**src/rtl/pipeline_pkg.sv**
```systemverilog
// Shared pipeline types and constants for the EX/MEM boundary.
// Holds write-back select encodings and the default-width payload bundle.
package pipeline_pkg;

  localparam logic [1:0] WB_ALU = 2'd0;
  localparam logic [1:0] WB_MEM = 2'd1;
  localparam logic [1:0] WB_PC  = 2'd2;

  localparam int XLEN_DEF   = 32;
  localparam int REG_AW_DEF = 5;

  // Payload at default widths; the stage builds the same layout
  // from its own XLEN/REG_AW parameters.
  typedef struct packed {
    logic [REG_AW_DEF-1:0] rd;
    logic                  reg_write;
    logic [1:0]            mem_reg_pc;
    logic                  mem_read;
    logic                  mem_write;
    logic                  jl;
    logic                  jlr;
    logic                  branch;
    logic                  zero;
    logic [XLEN_DEF-1:0]   pc_inc;
    logic [XLEN_DEF-1:0]   pc_plus_imm;
    logic [XLEN_DEF-1:0]   alu_out;
    logic [XLEN_DEF-1:0]   read_data_2;
  } ex_mem_payload_t;

endpackage

```
**src/rtl/ex_mem_stage_skid_slot.sv**
```systemverilog
// One pipeline slot: WIDTH-bit payload register plus valid bit.
// Ports: clk, reset (async low), load, clear (wins), d, q, valid.
module skid_slot #(
  parameter int WIDTH = 8
) (
  input  logic             clk,
  input  logic             reset,
  input  logic             load,
  input  logic             clear,
  input  logic [WIDTH-1:0] d,
  output logic [WIDTH-1:0] q,
  output logic             valid
);

  // clear drops only the valid bit; payload keeps its value.
  always_ff @(posedge clk or negedge reset) begin
    if (!reset) begin
      q     <= '0;
      valid <= 1'b0;
    end else if (clear) begin
      valid <= 1'b0;
    end else if (load) begin
      q     <= d;
      valid <= 1'b1;
    end
  end

endmodule

```
**src/rtl/ex_mem_stage.sv**
```systemverilog
// EX/MEM stage: valid/ready register with 1-entry skid, flush, gating
// and next-PC redirect. Ports: in_* from EX, out_* to MEM, fwd_*, redirect_*.
import pipeline_pkg::*;

module ex_mem_stage #(
  parameter int XLEN   = 32,
  parameter int REG_AW = 5
) (
  input  logic              clk,
  input  logic              reset,
  input  logic              in_valid,
  output logic              in_ready,
  input  logic [REG_AW-1:0] in_rd,
  input  logic              in_reg_write,
  input  logic [1:0]        in_mem_reg_pc,
  input  logic              in_mem_read,
  input  logic              in_mem_write,
  input  logic              in_jl,
  input  logic              in_jlr,
  input  logic              in_branch,
  input  logic              in_zero,
  input  logic [XLEN-1:0]   in_pc_inc,
  input  logic [XLEN-1:0]   in_pc_plus_imm,
  input  logic [XLEN-1:0]   in_alu_out,
  input  logic [XLEN-1:0]   in_read_data_2,
  input  logic              flush,
  output logic              out_valid,
  input  logic              out_ready,
  output logic [REG_AW-1:0] out_rd,
  output logic              out_reg_write,
  output logic [1:0]        out_mem_reg_pc,
  output logic              out_mem_read,
  output logic              out_mem_write,
  output logic              out_jl,
  output logic              out_jlr,
  output logic              out_branch,
  output logic              out_zero,
  output logic [XLEN-1:0]   out_pc_inc,
  output logic [XLEN-1:0]   out_pc_plus_imm,
  output logic [XLEN-1:0]   out_alu_out,
  output logic [XLEN-1:0]   out_read_data_2,
  output logic [REG_AW-1:0] fwd_rd,
  output logic              fwd_reg_write,
  output logic              redirect_valid,
  output logic [XLEN-1:0]   redirect_target
);

  typedef struct packed {
    logic [REG_AW-1:0] rd;
    logic              reg_write;
    logic [1:0]        mem_reg_pc;
    logic              mem_read;
    logic              mem_write;
    logic              jl;
    logic              jlr;
    logic              branch;
    logic              zero;
    logic [XLEN-1:0]   pc_inc;
    logic [XLEN-1:0]   pc_plus_imm;
    logic [XLEN-1:0]   alu_out;
    logic [XLEN-1:0]   read_data_2;
  } payload_t;

  localparam int W = $bits(payload_t);

  payload_t in_pl, main_d, main_q, skid_q;
  logic main_valid, skid_valid;
  logic xfer_in, drain;
  logic main_from_skid, main_from_in;
  logic main_load, main_clear;
  logic skid_load, skid_clear;

  always_comb begin
    in_pl             = '0;
    in_pl.rd          = in_rd;
    in_pl.reg_write   = in_reg_write;
    in_pl.mem_reg_pc  = in_mem_reg_pc;
    in_pl.mem_read    = in_mem_read;
    in_pl.mem_write   = in_mem_write;
    in_pl.jl          = in_jl;
    in_pl.jlr         = in_jlr;
    in_pl.branch      = in_branch;
    in_pl.zero        = in_zero;
    in_pl.pc_inc      = in_pc_inc;
    in_pl.pc_plus_imm = in_pc_plus_imm;
    in_pl.alu_out     = in_alu_out;
    in_pl.read_data_2 = in_read_data_2;
  end

  // Registered ready: a full skid is the only reason to refuse.
  assign in_ready = ~skid_valid;
  assign xfer_in  = in_valid & in_ready;
  assign drain    = main_valid & out_ready;

  assign main_from_skid = drain & skid_valid;
  assign main_from_in   = xfer_in & (~main_valid | drain);

  assign main_load  = ~flush & (main_from_skid | main_from_in);
  assign main_clear = flush | (drain & ~main_load);
  assign main_d     = skid_valid ? skid_q : in_pl;

  // Input arriving while main is stuck is the one in-flight transfer.
  assign skid_load  = ~flush & xfer_in & main_valid & ~drain;
  assign skid_clear = flush | main_from_skid;

  skid_slot #(.WIDTH(W)) u_main (
    .clk   (clk),
    .reset (reset),
    .load  (main_load),
    .clear (main_clear),
    .d     (main_d),
    .q     (main_q),
    .valid (main_valid)
  );

  skid_slot #(.WIDTH(W)) u_skid (
    .clk   (clk),
    .reset (reset),
    .load  (skid_load),
    .clear (skid_clear),
    .d     (in_pl),
    .q     (skid_q),
    .valid (skid_valid)
  );

  assign out_valid       = main_valid;
  assign out_rd          = main_q.rd;
  assign out_reg_write   = main_q.reg_write & main_valid;
  assign out_mem_reg_pc  = main_q.mem_reg_pc;
  assign out_mem_read    = main_q.mem_read & main_valid;
  assign out_mem_write   = main_q.mem_write & main_valid;
  assign out_jl          = main_q.jl & main_valid;
  assign out_jlr         = main_q.jlr & main_valid;
  assign out_branch      = main_q.branch & main_valid;
  assign out_zero        = main_q.zero;
  assign out_pc_inc      = main_q.pc_inc;
  assign out_pc_plus_imm = main_q.pc_plus_imm;
  assign out_alu_out     = main_q.alu_out;
  assign out_read_data_2 = main_q.read_data_2;

  assign fwd_rd        = main_q.rd;
  assign fwd_reg_write = out_reg_write;

  assign redirect_valid =
    out_jl | out_jlr | (out_branch & main_q.zero);
  assign redirect_target = main_q.jlr
    ? {main_q.alu_out[XLEN-1:1], 1'b0}
    : main_q.pc_plus_imm;

endmodule

```
**config.mk**
```make
export PLATFORM = sky130hd
export DESIGN_NAME = ex_mem_stage
export DESIGN_NICKNAME = d
export VERILOG_FILES = /design/src/rtl/pipeline_pkg.sv /design/src/rtl/ex_mem_stage_skid_slot.sv /design/src/rtl/ex_mem_stage.sv
export SDC_FILE = /design/constraint.sdc
export NUM_CORES = 1
export LEC_CHECK = 0
export ABC_AREA = 1
export CAP_MARGIN = 10
export CORE_MARGIN = 2
export CORE_UTILIZATION = 32
export DETAILED_ROUTE_END_ITERATION = 6
export SLEW_MARGIN = 25
export SYNTH_ARGS = -nofsm -noshare
export SYNTH_HDL_FRONTEND = slang
export SYNTH_SLANG_ARGS = --single-unit
export TNS_END_PERCENT = 30
```
**constraint.sdc**
```tcl
create_clock -name clk -period 2.95 [get_ports clk]
set_input_delay 0.59 -clock clk [delete_from_list [all_inputs] [get_ports clk]]
set_output_delay 0.59 -clock clk [all_outputs]
set_load 0.01 [all_outputs]
```
# Word-level counts from Yosys, hierarchy flattened
# Index checks and enable logic that the tools add are counted.
op_classes:
  add_sub_neg: 0
  mul: 0
  n_div: 0
  n_lt_le_gt_ge: 0
  eq_ne: 0
  shifts: 0
  muxes: 6
  n_bitwise: 29
  reduce_logical: 4
ops:
  columns: ["cell", "count"]
  rows:
  - ["142-bit 2-to-1 mux", 1]
  - ["32-bit 2-to-1 mux", 1]
  - ["1-bit AND", 16]
  - ["1-bit NOT", 7]
  - ["1-bit bitwise OR", 6]
  - ["1-bit 2-to-1 mux", 4]
  - ["2-bit AND reduction", 2]
  - ["2-bit nonzero test", 2]
totals:
  register_bits: 286
  latchBits: 0
  ram_bits: 0
  romBits: 0
  input_bits: 147
  out_inout_bits: 183
  n_memories: 0

# Logic depth before layout (Yosys ltp)
# Gate-level depths: netlist of run 1.
depth:
  depth_word: 10
  ltp_mapped: 9
  ltp_nobuf: 6

# By module
# A second synthesis of run 1 with hierarchy kept.
unflattened:
  cells_unflattened: 1831
  area_unflattened_um2: 13666.9
by_module_without_submodules:
  columns: ["mod", "instances", "cells_per_inst", "area_per_inst_um2"]
  rows:
  - ["skid_slot", 2, 619, 5631.7]
  - ["ex_mem_stage", 1, 593, 2403.6]

# Worst setup path before layout of run 1
# No wires, ideal clock.
synth_timing:
  path_type: "register -> output"
  start: "reg u_main.q[130]"
  end: "out redirect_target[10]"
  arrival_ns: 1.136
  required_time_ns: 2.360
  slack_ns: 1.224
  path_stages_with_launch: 4
  path_buffers: 2
  cell_sequence: "dfrtp_1 -> clkbuf_1 -> buf_2 -> mux2_2"
synth_via:
  elab_chain_cells: 1
synth_rtl:
  columns: ["item", "line", "source"]
  rows:
  - ["start: declaration", "ex_mem_stage_skid_slot.sv:11", "output logic [WIDTH-1:0] q,"]
  - ["start signal: assignment", "ex_mem_stage_skid_slot.sv:18", "q <= '0;"]
  - ["start signal: assignment", "ex_mem_stage_skid_slot.sv:23", "q <= d;"]
  - ["32-bit 2-to-1 mux", "ex_mem_stage.sv:147", "? {main_q.alu_out[XLEN-1:1], 1'b0}"]
  - ["end: declaration", "ex_mem_stage.sv:45", "output logic [XLEN-1:0] redirect_target"]
# Every way passes these cells.

# Worst setup path in the final report of run 1
layout_timing:
  start: "reg u_main.q[130]"
  end: "out redirect_target[1]"
# Same word-level chain as after synthesis.

==> results.md, run 1 <==
* Cell row count at 77
* Critical path class: reg -> out
* Flop pwr share at 42.5%
* CP Cell Sequence: buf_12 -> mux2_2 -> clkdlybuf4s50_1
* CP max stage delay at 0.56 ns
* Most frequent cells in the layout: 1,146 x nand2_1, 328 x clkdlybuf4s50_1, 283 x dfrtp_1
* Tot GR Track Use at 18.0%
* Final hold violation count at 0
* Worst rel slew slack at 43.7%
* Mapped Nets at 2,027
* Post-Syn Instances at 1,880
* P_leak at 9.43 nW
* Buf/Inv on CP at 2
* Comb pwr share at 24.3%
* Commonest non-fill, non-tap cell in the layout: nand2_1
* Cell accounting for the most synthesized area: dfrtp_1
* Post-Syn Area per Cell at 7.56 µm²
* Max Cap Viol at 0
* #FFs+latches synth at 286
* Peak supply drop at 302 µV
* Power per cell area at 714 nW/µm²
* TritonCTS clock tree: yes
* Sw frac at 29.4%
* Antenna Cells at 0
* Worst hold-check path type: in -> async
* Vias per cell at 4.59
* Setup TNS Final at 0 ns
* Die width at 215 µm
* WP data arrival at 2.21 ns
* H-tree depth at 2
* WL final at 42,000 µm
* Design Power at 13.0 mW
* Finished Cell Area at 18,200 µm²
* Hold-fix buffers at CTS at 0
* FMAX at 357 MHz
* Final period util at 94.9%
* RSZ-0062 raised after global routing: no
* Area contributors post-synth: dfrtp_1 50%, nand2_1 30%, buf_4 7.8%
* Setup slack after layout at 0.149 ns
* FILL cells at 4,408
* Clock Skews at 0.0121 ns
* Slowest cell on crit path: dfrtp_2
* Residual DRC at 0
* Share of layout cells above drive strength 1 at 5.69%
* # clock sinks at 286
* Initial core utilization at 32.3%
* Slew Viols, Final at 0
* Vias in the first global route at 11,600
* Setup WS pre-CTS at 0.502 ns
* I/O pin cnt at 330
* Die Y at 215 µm
* Part of the Yosys area used for sequential elements at 50.4%
* Grt total ovfl at 0
* Buffer depth of the longest clock path at 3
* Die footprint at 46,100 µm²
* Number of antenna violations at the first check in global routing at 5
* Internal power at 9.17 mW
* Routed wire per std cell at 16.0 µm
* CP max FO at 23
* Vias at 12,100
* Top cell type's share of synthesized area at 50.4%
* Synth warnings at 0
* Flop2flop setup slack at 0.57 ns
* RD Place Congestion at 0.811
* Initial DRC count at 816
* Tmin final at 2.80 ns
* Buffers on Ports at 329
* Setup violators final at 0
* Actual slew at the worst max-slew pin at 0.844 ns
* Core Box Area at 44,000 µm²
* WP data required at 2.36 ns
* Startpoint Class: flip-flop
* Drt pass-1 iters at 5
* Clock transition at path regs at 0.06 ns
* Clk Latency, worst-skew pair at 0.53 ns
* Placed inst area at 17,100 µm²
* Crit end category: primary output
* Global-route wire length before repair at 66,700 µm
* Area Growth Syn to Fin at 28.1%
* Netlist cell types at 16
* Largest net degree at the start of global routing at 143
* Antenna viol nets, final at 0
* Clock share of power at 33.2%
* CTS root buffer: clkbuf_16
* Mapped Area at 14,200 µm²
* Post-layout net count at 2,164
* CP top delay family: buffers and inverters
* CTS Buf Count at 35
* Status: completed
* DP HPWL at 26,000 µm
* Switch Pwr at 3.81 mW
==> worst paths after layout <==
check | startpoint | endpoint | cells past startpoint
worst min-delay path | reset | u_skid.q[40] | 1
min in group clk | u_skid.q[86] | u_skid.q[86] | 2
max in group asynchronous | reset | u_skid.q[17] | 3
worst min register to register | u_skid.q[86] | u_skid.q[86] | 2
worst max-delay path | u_main.q[130] | redirect_target[1] | 3
worst max register to register | u_skid.valid | u_main.q[36] | 6
==> stage by stage <==
stage                     util [%]  hold WS (ns)  instances
final                         41.3        0.0101       2630
after floorplan                  -         0.294       1880
after detailed placement      38.7         0.458       2572
after global placement        38.7         0.453       2572
after global routing          41.3        0.0699       2630
after CTS                     41.3        0.0425       2630
==> timing repair <==
item / CTS / global route
setup buffers: 0 / 0
resized for setup: 0 / 1
setup endpoints to repair: 0 / 1
==> final cells by class <==
class                      instances  area [µm²]  area share [%]
timing repair buffer             352        3630            20.0
clock inverter                     6        80.1           0.440
sequential                       286        7160            39.4
inverter                          11        43.8           0.241
tap                              592         741            4.07
multi-input combinational       1331        5470            30.1
clock buffer                      52        1060            5.84
==> logic make-up (layout without fill, tap and decap cells) <==
kind of cell           after synthesis  in the layout  synth area share (%)
AO/OA/AOI/OAI                        3              3                 0.185
buffers and inverters              263            421                  11.4
flip-flops                         286            286                  50.4
multiplexers                        31             31                  2.46
AND/OR/NAND/NOR                   1297           1297                  35.6
==> sequential cells by signal, summed over array words and instances, names as in the netlist <==
| register | flops |
|---|---|
| u_main.q | 142 |
| u_skid.valid | 1 |
| u_skid.q | 142 |
| u_main.valid | 1 |
==> worst register-to-register path: stages (launching register included) <==
cell and delay, ns:
dfrtp_4 0.62, inv_4 0.40, nand2_2 0.23, nand2_8 0.14, buf_12 0.50, nand3_1 0.33
nand2_1 0.11
==> routing by layer <==
metal / up-vias / track usage (%) / routed length (µm)
li1: 5894 / - / -
met1: 5723 / 24.5 / 19100
met2: 376 / 28.2 / 19000
met3: 81 / 4.05 / 2740
met4: 10 / 6.27 / 1120
met5: - / 0 / 68
==> Yosys cell counts (all sizes together) <==
| cell type | n |
|---|---|
| o21ai | 2 |
| nand3 | 144 |
| clkbuf | 41 |
| dfrtp | 286 |
| nand2 | 1150 |
| buf | 211 |
| nor2 | 3 |
| mux2 | 31 |
| a21oi | 1 |
| inv | 11 |
==> power by group through the flow <==
| stage | sequential, mW | clock (mW) | combinational, mW |
|---|---|---|---|
| global route | 5.64 | 4.59 | 3.50 |
| finish | 5.52 | 4.32 | 3.15 |
| CTS | 5.52 | 4.46 | 3.20 |
| detailed placement | 5.57 | 0 | 3.20 |
| floorplan | 5.33 | 0 | 2.08 |
| global placement | 5.54 | 0 | 3.14 |
Note: power is estimated with default switching activity, not from simulation.
==> run 2: changes to the inputs <==
Settings changed: CORE_UTILIZATION 32 to 47, PLACE_DENSITY set to 0.76.
==> results.md, run 2 (synthesized netlist as in run 1, its figures left out) <==
* Placed inst area at 16,700 µm² (-2.0%)
* FMAX at 354 MHz (-0.78%)
* WP data required at 2.36 ns (about the same)
* Core Box Area at 29,700 µm² (-33%)
* FILL cells at 2,600 (-41%)
* Grt total ovfl at 0 (unchanged)
* Clock Skews at 0.00686 ns (-0.00521 ns)
* Commonest non-fill, non-tap cell in the layout: nand2_1
* CTS Buf Count at 31 (-11%)
* Startpoint Class: flip-flop
* Area Growth Syn to Fin at 25.1%
* RSZ-0062 raised after global routing: no
* Finished Cell Area at 17,800 µm² (-2.3%)
* Actual slew at the worst max-slew pin at 0.993 ns (+0.149 ns)
* P_leak at 9.36 nW (-0.70%)
* Largest net degree at the start of global routing at 143 (unchanged)
* Vias in the first global route at 12,000 (+3.1%)
* Post-layout net count at 2,160 (-0.18%)
* R2R Path Start: u_main.valid
* CP max FO at 25 (+8.7%)
* Routed wire per std cell at 16.1 µm (+0.62%)
* Setup TNS Final at 0 ns (unchanged)
* Status: completed
* Flop2flop setup slack at 0.75 ns (+0.18 ns)
* DP HPWL at 24,300 µm (-6.7%)
* Most frequent cells in the layout: 1,146 x nand2_1, 328 x clkdlybuf4s50_1, 284 x dfrtp_1
* Vias per cell at 5.07 (+10%)
* Clock transition at path regs at 0.06 ns (about the same)
* Critical path origin: u_main.q[130]
* Die width at 178 µm (-17%)
* Cell row count at 63 (-18%)
* Initial DRC count at 1,038 (+27%)
* WP data arrival at 2.23 ns (+0.02 ns)
* Critical path class: reg -> out
* Hold-fix buffers at CTS at 0 (unchanged)
* Die footprint at 31,600 µm² (-31%)
* Setup violators final at 0 (unchanged)
* Power per cell area at 710 nW/µm² (-0.49%)
* Global-route wire length before repair at 62,400 µm (-6.5%)
* I/O pin cnt at 330 (unchanged)
* Die Y at 178 µm (-17%)
* Worst rel slew slack at 33.8% (-9.9 points)
* Seq. cell area at 7160 µm² (about the same)
* Antenna viol nets, final at 0 (unchanged)
* Residual DRC at 0 (unchanged)
* Post-CTS setup buffer count at 0 (unchanged)
* H-tree depth at 1 (-1)
* Slew Viols, Final at 0 (unchanged)
* Buffer depth of the longest clock path at 3 (unchanged)
* Clk Latency, worst-skew pair at 0.55 ns (+0.02 ns)
* Number of antenna violations at the first check in global routing at 3 (-2)
* Vias at 12,300 (+2.0%)
* Reg2Reg Capture Point: u_main.q[140]
* Crit end category: primary output
* Worst hold-check path type: in -> async
* Share of layout cells above drive strength 1 at 5.60% (-0.095 points)
* Drt pass-1 iters at 6 (+1)
* Final period util at 95.7% (+0.75 points)
* Top flop regs: u_main.q: 142 flops, u_skid.q: 142 flops
* TritonCTS clock tree: yes
* RD Place Congestion at 0.842 (+3.8%)
* Worst R2R Path Depth at 6 (unchanged)
* Final hold violation count at 0 (unchanged)
* CTS root buffer: clkbuf_16
* Peak supply drop at 429 µV (+42%)
* Initial core utilization at 47.8% (+16 points)
* Max Cap Viol at 0 (unchanged)
* CTS resizes at 0 (unchanged)
* Multi-input gate area at 5460 µm² (-0.32%)
* # clock sinks at 286 (unchanged)
* Tmin final at 2.82 ns (+0.0220 ns)
* Tot GR Track Use at 24.4% (+6.4 points)
* WL final at 39,000 µm (-7.1%)
* Buffers on Ports at 329 (unchanged)
==> run 2: cell type report <==
| type | instances | share of cell area (%) |
|---|---|---|
| diodes | 2 | 0.0282 |
| clock buffers | 46 | 5.13 |
| clock inverters | 11 | 0.753 |
| inverters | 11 | 0.246 |
| multi-input cells | 1331 | 30.7 |
| flip-flops and latches | 286 | 40.3 |
| well taps | 390 | 2.75 |
| repair buffers | 352 | 20.1 |
==> run 2: worst max-delay path: stages, from the launching register on <==
cell and delay [ns]:
dfrtp_2 0.57, buf_12 0.24, mux2_2 0.37, clkdlybuf4s50_1 0.48
==> run 2: worst max path at each step <==
stage | depth (start not counted) | to | slack, ns
6_report | 3 | redirect_target[6] | 0.13
5_1_grt | 3 | redirect_target[11] | 0.05
4_1_cts | 3 | redirect_target[11] | 0.08
3_5_place_dp | 7 | u_main.q[35] | 0.40
3_3_place_gp | 7 | u_main.q[26] | 0.48
2_1_floorplan | 3 | redirect_target[10] | 1.22
==> run 2: per-layer routing <==
metal / GRT usage (%) / wire length (µm) / vias up
met1: 32.2 / 16300 / 5877
met3: 4.63 / 2940 / 92
met2: 40.4 / 18400 / 460
met5: 0 / 35 / -
li1: - / - / 5888
met4: 8.13 / 1300 / 6
==> run 2: through the flow <==
step           hold slack (ns)  util [%]  std cells  power [mW]  worst slack (ns)
2_1_floorplan            0.294         -       1880        7.41              1.22
3_3_place_gp             0.453      56.3       2370        8.61             0.478
3_5_place_dp             0.458      56.3       2370        8.73             0.401
4_1_cts                 0.0439      59.8       2427        12.7            0.0834
5_1_grt                 0.0668      59.8       2427        13.3            0.0472
6_report                0.0386      59.8       2429        12.6             0.127
==> run 2: power by group <==
group / switching, mW / internal (mW) / total [mW]
clock: 1.56 / 2.39 / 3.95
combinational: 1.52 / 1.65 / 3.16
sequential: 0.639 / 4.87 / 5.51
total: 3.72 / 8.90 / 12.6
==> RTL change 1, RTL diff (settings of run 1) <==
Set the parameter `REG_AW` to 6 (it was 5).
--- a/src/rtl/ex_mem_stage.sv
+++ b/src/rtl/ex_mem_stage.sv
@@ -5,5 +5,5 @@
 module ex_mem_stage #(
   parameter int XLEN   = 32,
-  parameter int REG_AW = 5
+  parameter int REG_AW = 6
 ) (
   input  logic              clk,
Ports: changed (resized fwd_rd, in_rd and out_rd); port bits go from 330 to 333. No check against the original RTL was run, so the function may have changed too.
==> RTL change 1 against run 1 <==
Global-route usage rose by 0.079 points; sequential cell count grew 2; synthesized area up 0.94%; die area grew 0.92%; clock power grew 2%; register-to-register slack better by 0.29 ns; count of clock-buffer cells in the layout grew 3; sequential share of layout area shrank 0.12 points; wire length decreased by 0.50%; setup slack gained 0.11 ns; first-iteration DRC count grew 20%; cell area increased by 1.0%; total power grew 1.3%; core utilization up 0.23 points.
==> RTL change 1: results (changes against run 1) <==
OUTCOME='finished, final reports clean'
CRITICAL_PATH.SLOWEST_CELL='clkdlybuf4s50_1'
LARGESTREGISTERS='u_main.q (143), u_skid.q (143)'
HOLD_PATH_CLASS='reg2reg'
GP_ROUTABILITY_CONGESTION=0.790  # -2.7%
SYNTH_SEQ_CELLS=288  # +0.70%
VIA_COUNT_OF_THE_FIRST_GLOBAL_ROUTING_PASS=12200  # +5.3%
PORT-BUFFER-COUNT=332  # +0.91%
CRITPATHARRIVALTIME_NS=2.10  # -0.11 ns
SYN_NETS=2042  # +0.74%
SKEW_NS=0.0155  # +0.00348 ns
MAXIMUM_NUMBER_OF_PINS_ON_ONE_NET_BEFORE_GLOBAL_ROUTE_REPAIR=144  # +0.70%
FF2FF_SETUP_SLACK_NS=0.86  # +0.29 ns
SYN_INST=1894  # +0.74%
VDD_IR_DROP_MAX_V=0.000384  # +27%
WORST_MARGIN_SLEW_NS=0.798  # -0.0459 ns
FILLCELLCOUNT=4472  # +1.5%
ANTENNA_VIOLATIONS_BEFORE_REPAIR=0  # -5
TRACK_USAGE=0.181  # +0.000786
PLACED_CELL_AREA_SQ_MM=0.0172  # +0.80%
LAYOUT.NETS=2180  # +0.74%
YS_TOP_CELLS_BY_AREA='dfrtp_1 (50%), nand2_1 (30%), buf_4 (8.6%)'
DETAIL_ROUTE.ITER0.VIOLATIONS=980  # +20%
VIA_PER_INST=4.57  # -0.60%
CELLLEAKAGEPOWER_nW=9.52  # +1.0%
R2R_END='u_main.q[43]'
SYNTHTOPCELLSBYCOUNT='nand2_1 (1155), dfrtp_1 (288), buf_4 (165)'
[RTL change 1: cell count changes in the layout (fill, tap and decap cells not counted), moves of 2 or more]
cell / change
nand2_1: +8
buf_4: -4
buf_12: +3
clkdlybuf4s50_1: +3
clkbuf_8: +2
dfrtp_1: +2
[RTL change 1: area by class of cell]
| class | instances | share of cell area |
|---|---|---|
| Sequential cell | 288 | 0.392 |
| Multi-Input combinational cell | 1340 | 0.299 |
| Timing Repair Buffer | 355 | 0.202 |
| Clock buffer | 55 | 0.0595 |
| Tap cell | 592 | 0.0403 |
| Clock inverter | 6 | 0.00456 |
| Inverter | 11 | 0.00238 |
[RTL change 1: kinds of logic (layout without fill, tap and decap cells)]
kind of cell / count (synthesis) / after routing / share of synthesized area
muxes: 31 / 31 / 0.0243
AOI/OAI and AO/OA: 3 / 3 / 0.00183
and+or+nand+nor: 1306 / 1306 / 0.355
DFF: 288 / 288 / 0.502
buffers and inverters: 266 / 427 / 0.116
[RTL change 1: how the worst max path moves through the flow]
stage | cells after the start | startpoint | end | slack [ns]
6_report | 3 | u_main.q[130] | redirect_target[1] | 0.26
3_5_place_dp | 7 | flush | u_skid.q[14] | 0.62
2_1_floorplan | 3 | u_main.q[130] | redirect_target[21] | 1.11
3_3_place_gp | 7 | in_valid | u_skid.q[47] | 0.65
5_1_grt | 3 | u_main.q[130] | redirect_target[1] | 0.18
4_1_cts | 5 | u_main.valid | redirect_valid | 0.1
[RTL change 1: per-stage QoR]
| step | hold WS, ns | setup WS [ns] |
|---|---|---|
| final | 0.467 | 0.257 |
| after global routing | 0.477 | 0.181 |
| after CTS | 0.472 | 0.0950 |
| after detailed placement | 0.458 | 0.620 |
| after global placement | 0.453 | 0.652 |
| after floorplan | 0.294 | 1.11 |
[RTL change 1: power by group through the flow]
stage	combinational, mW	sequential, mW	clock [mW]
final	3.21	5.53	4.41
after global routing	3.57	5.65	4.72
after CTS	3.26	5.53	4.54
after detailed placement	3.25	5.58	0
after global placement	3.19	5.55	0
after floorplan	2.10	5.37	0
[RTL change 1: what timing repair did]
item / in CTS / in global routing
setup endpoints to repair: 0 / 1
hold endpoints to repair: 4 / 0
resized for setup: 0 / 1
hold buffers: 1 / 0
buffers inserted: 0 / 0
[RTL change 1: worst reg2reg max path, stage by stage, from the launching register on]
cell     delay, ns
dfrtp_4       0.51
inv_4         0.27
nand2_2       0.20
nand2_8       0.23
nand2_4       0.26
buf_12        0.28
nand2_1       0.17
nand2_1       0.05
[RTL change 1: routing by layer]
layer	track usage	part of all wire
met1	0.241	0.45
met2	0.293	0.46
met3	0.0328	0.058
met4	0.0678	0.027
met5	0	0
==> RTL change 2, RTL diff (flow settings as in run 1) <==
Without the edit above. Reset style: synchronous (`reset`), changed in one clocked block. Comments in the files are not updated.
--- a/src/rtl/ex_mem_stage_skid_slot.sv
+++ b/src/rtl/ex_mem_stage_skid_slot.sv
@@ -14,5 +14,5 @@
 
   // clear drops only the valid bit; payload keeps its value.
-  always_ff @(posedge clk or negedge reset) begin
+  always_ff @(posedge clk) begin
     if (!reset) begin
       q     <= '0;
Function: differs if reset is asserted again (counterexample within 4 cycles, from zero or initial values and one cycle with reset low); with reset held inactive, the same outputs for 4 cycles.
==> RTL change 2 against run 1 <==
Critical endpoint is now redirect_target[18]; worst hold slack gained 0.44 ns; via count increased by 18%; sequential cell count stayed put; wire length up 0.55%; highest routed layer unchanged; setup slack worse by 0.047 ns; non-clock buffer count rose by 3; synthesized area increased by 9.9%; cell area rose by 5.4%; maximum frequency decreased by 1.6%.
Power is not compared: it rests on default switching activity, and its combinational part moved more than twofold at a synthesized area within 25%.
==> RTL change 2: results (changes against run 1) <==
TOTALPOWERFINAL_mW=9.97
CTS_MADE_BUFFERS=34  # -2.9%
LAYOUT.CLOCK.CELL_AREA_SHARE=0.0603  # -0.00251
SETUP.WORST_PATH.START='u_main.q[130]'
MULTI_INPUT_COMBINATIONAL_CELL_AREA_SQ_MM=0.00671  # +23%
TIMING.CRITICAL_PATH.FANOUT_MAX=28  # +22%
SYNTH_FF_TYPE='dfxtp_1'
YS_TOP_CELLS_BY_AREA='dfxtp_1 (37%), nor2_1 (17%), nand2_1 (14%)'
OUTCOME='finished, final reports clean'
FINAL.SIGNAL_BUFFER_COUNT=355  # +0.85%
SYN_AREA_SQ_MM=0.0156  # +9.9%
TRACK_USAGE=0.164  # -0.0159
LAYOUT_MIN_CYCLE_TIME_NS=2.85  # +0.0467 ns
LAYOUT.NETS=2734  # +26%
FINAL_ROUTED_WIRE_LENGTH_DIVIDED_BY_CELL_COUNT_UM=13.1  # -18%
HOLDWS_NS=0.448  # +0.438 ns
FF2FF_SETUP_SLACK_NS=1.11  # +0.54 ns
HOLD_PATH_CLASS='in2reg'
FIRST_PASS_GRT_WIRE_LENGTH_MM=67.6  # +1.3%
DIODES=3  # +3
MULTI_INPUT_GATES=1615  # +21%
FINALWIRELENGTH_MM=42.2  # +0.55%
SKEW_NS=0.0265  # +0.0144 ns
SYNTH-SEQ-AREA-SHARE=0.367  # -0.137
NFLOPSANDLATCHES=286  # unchanged
WORST_SETUP_PATH_ENDPOINT='redirect_target[18]'
GP_ROUTABILITY_CONGESTION=0.791  # -2.6%
SYNTH_AREA_PER_CELL_SQ_UM=6.25  # -17%
NONCLKBUFAREAFRAC=0.193  # -0.00648
POST-PLACE-WS_NS=0.641  # +0.139 ns
WORST_SKEW_PAIR.LATE_LATENCY_NS=0.55  # +0.02 ns
INVERTERS_EXCL_CLOCK=295  # +284
FINAL_LAYOUT_SIZE_SUFFIX_GT1_FRAC=0.0452  # -0.0117
NETLIST-CELL-TYPE-COUNT=19  # +3
ANTENNA_VIOLATIONS_BEFORE_REPAIR=11  # +6
R2R_START='u_skid.valid'
PLACE_INST=3166  # +23%
R2R_END='u_main.q[28]'
MULTI_INPUT_AREA_SHARE=0.350  # +0.0488
PLACED_CELL_AREA_SQ_MM=0.0180  # +5.7%
## RTL change 2: cell count changes in the layout (fill, tap and decap cells not counted), moves of 3 or more
cell      change
diode_2       +3
nor2_1      +712
nand2_1     -567
clkbuf_8      +3
buf_12        +4
a21oi_1     +142
dfxtp_1     +284
dfrtp_1     -283
inv_1       +283
## RTL change 2: logic make-up after synthesis
kind of cell           count (synthesis)  synth area share
multiplexers                          31            0.0223
buffers and inverters                598             0.205
flip-flops                           286             0.367
AO/OA/AOI/OAI                        144            0.0469
AND/OR/NAND/NOR                     1440             0.359
## RTL change 2: per-layer routing
metal / wire (um) / GRT usage
met5: 52 / 0
met4: 838 / 0.0500
met3: 2550 / 0.0405
met2: 19700 / 0.275
met1: 19100 / 0.207
## RTL change 2: critical path, stage by stage, from the launching register on
cell and delay (ns):
dfxtp_2 0.55, buf_12 0.27, mux2_2 0.36, clkdlybuf4s50_1 0.55
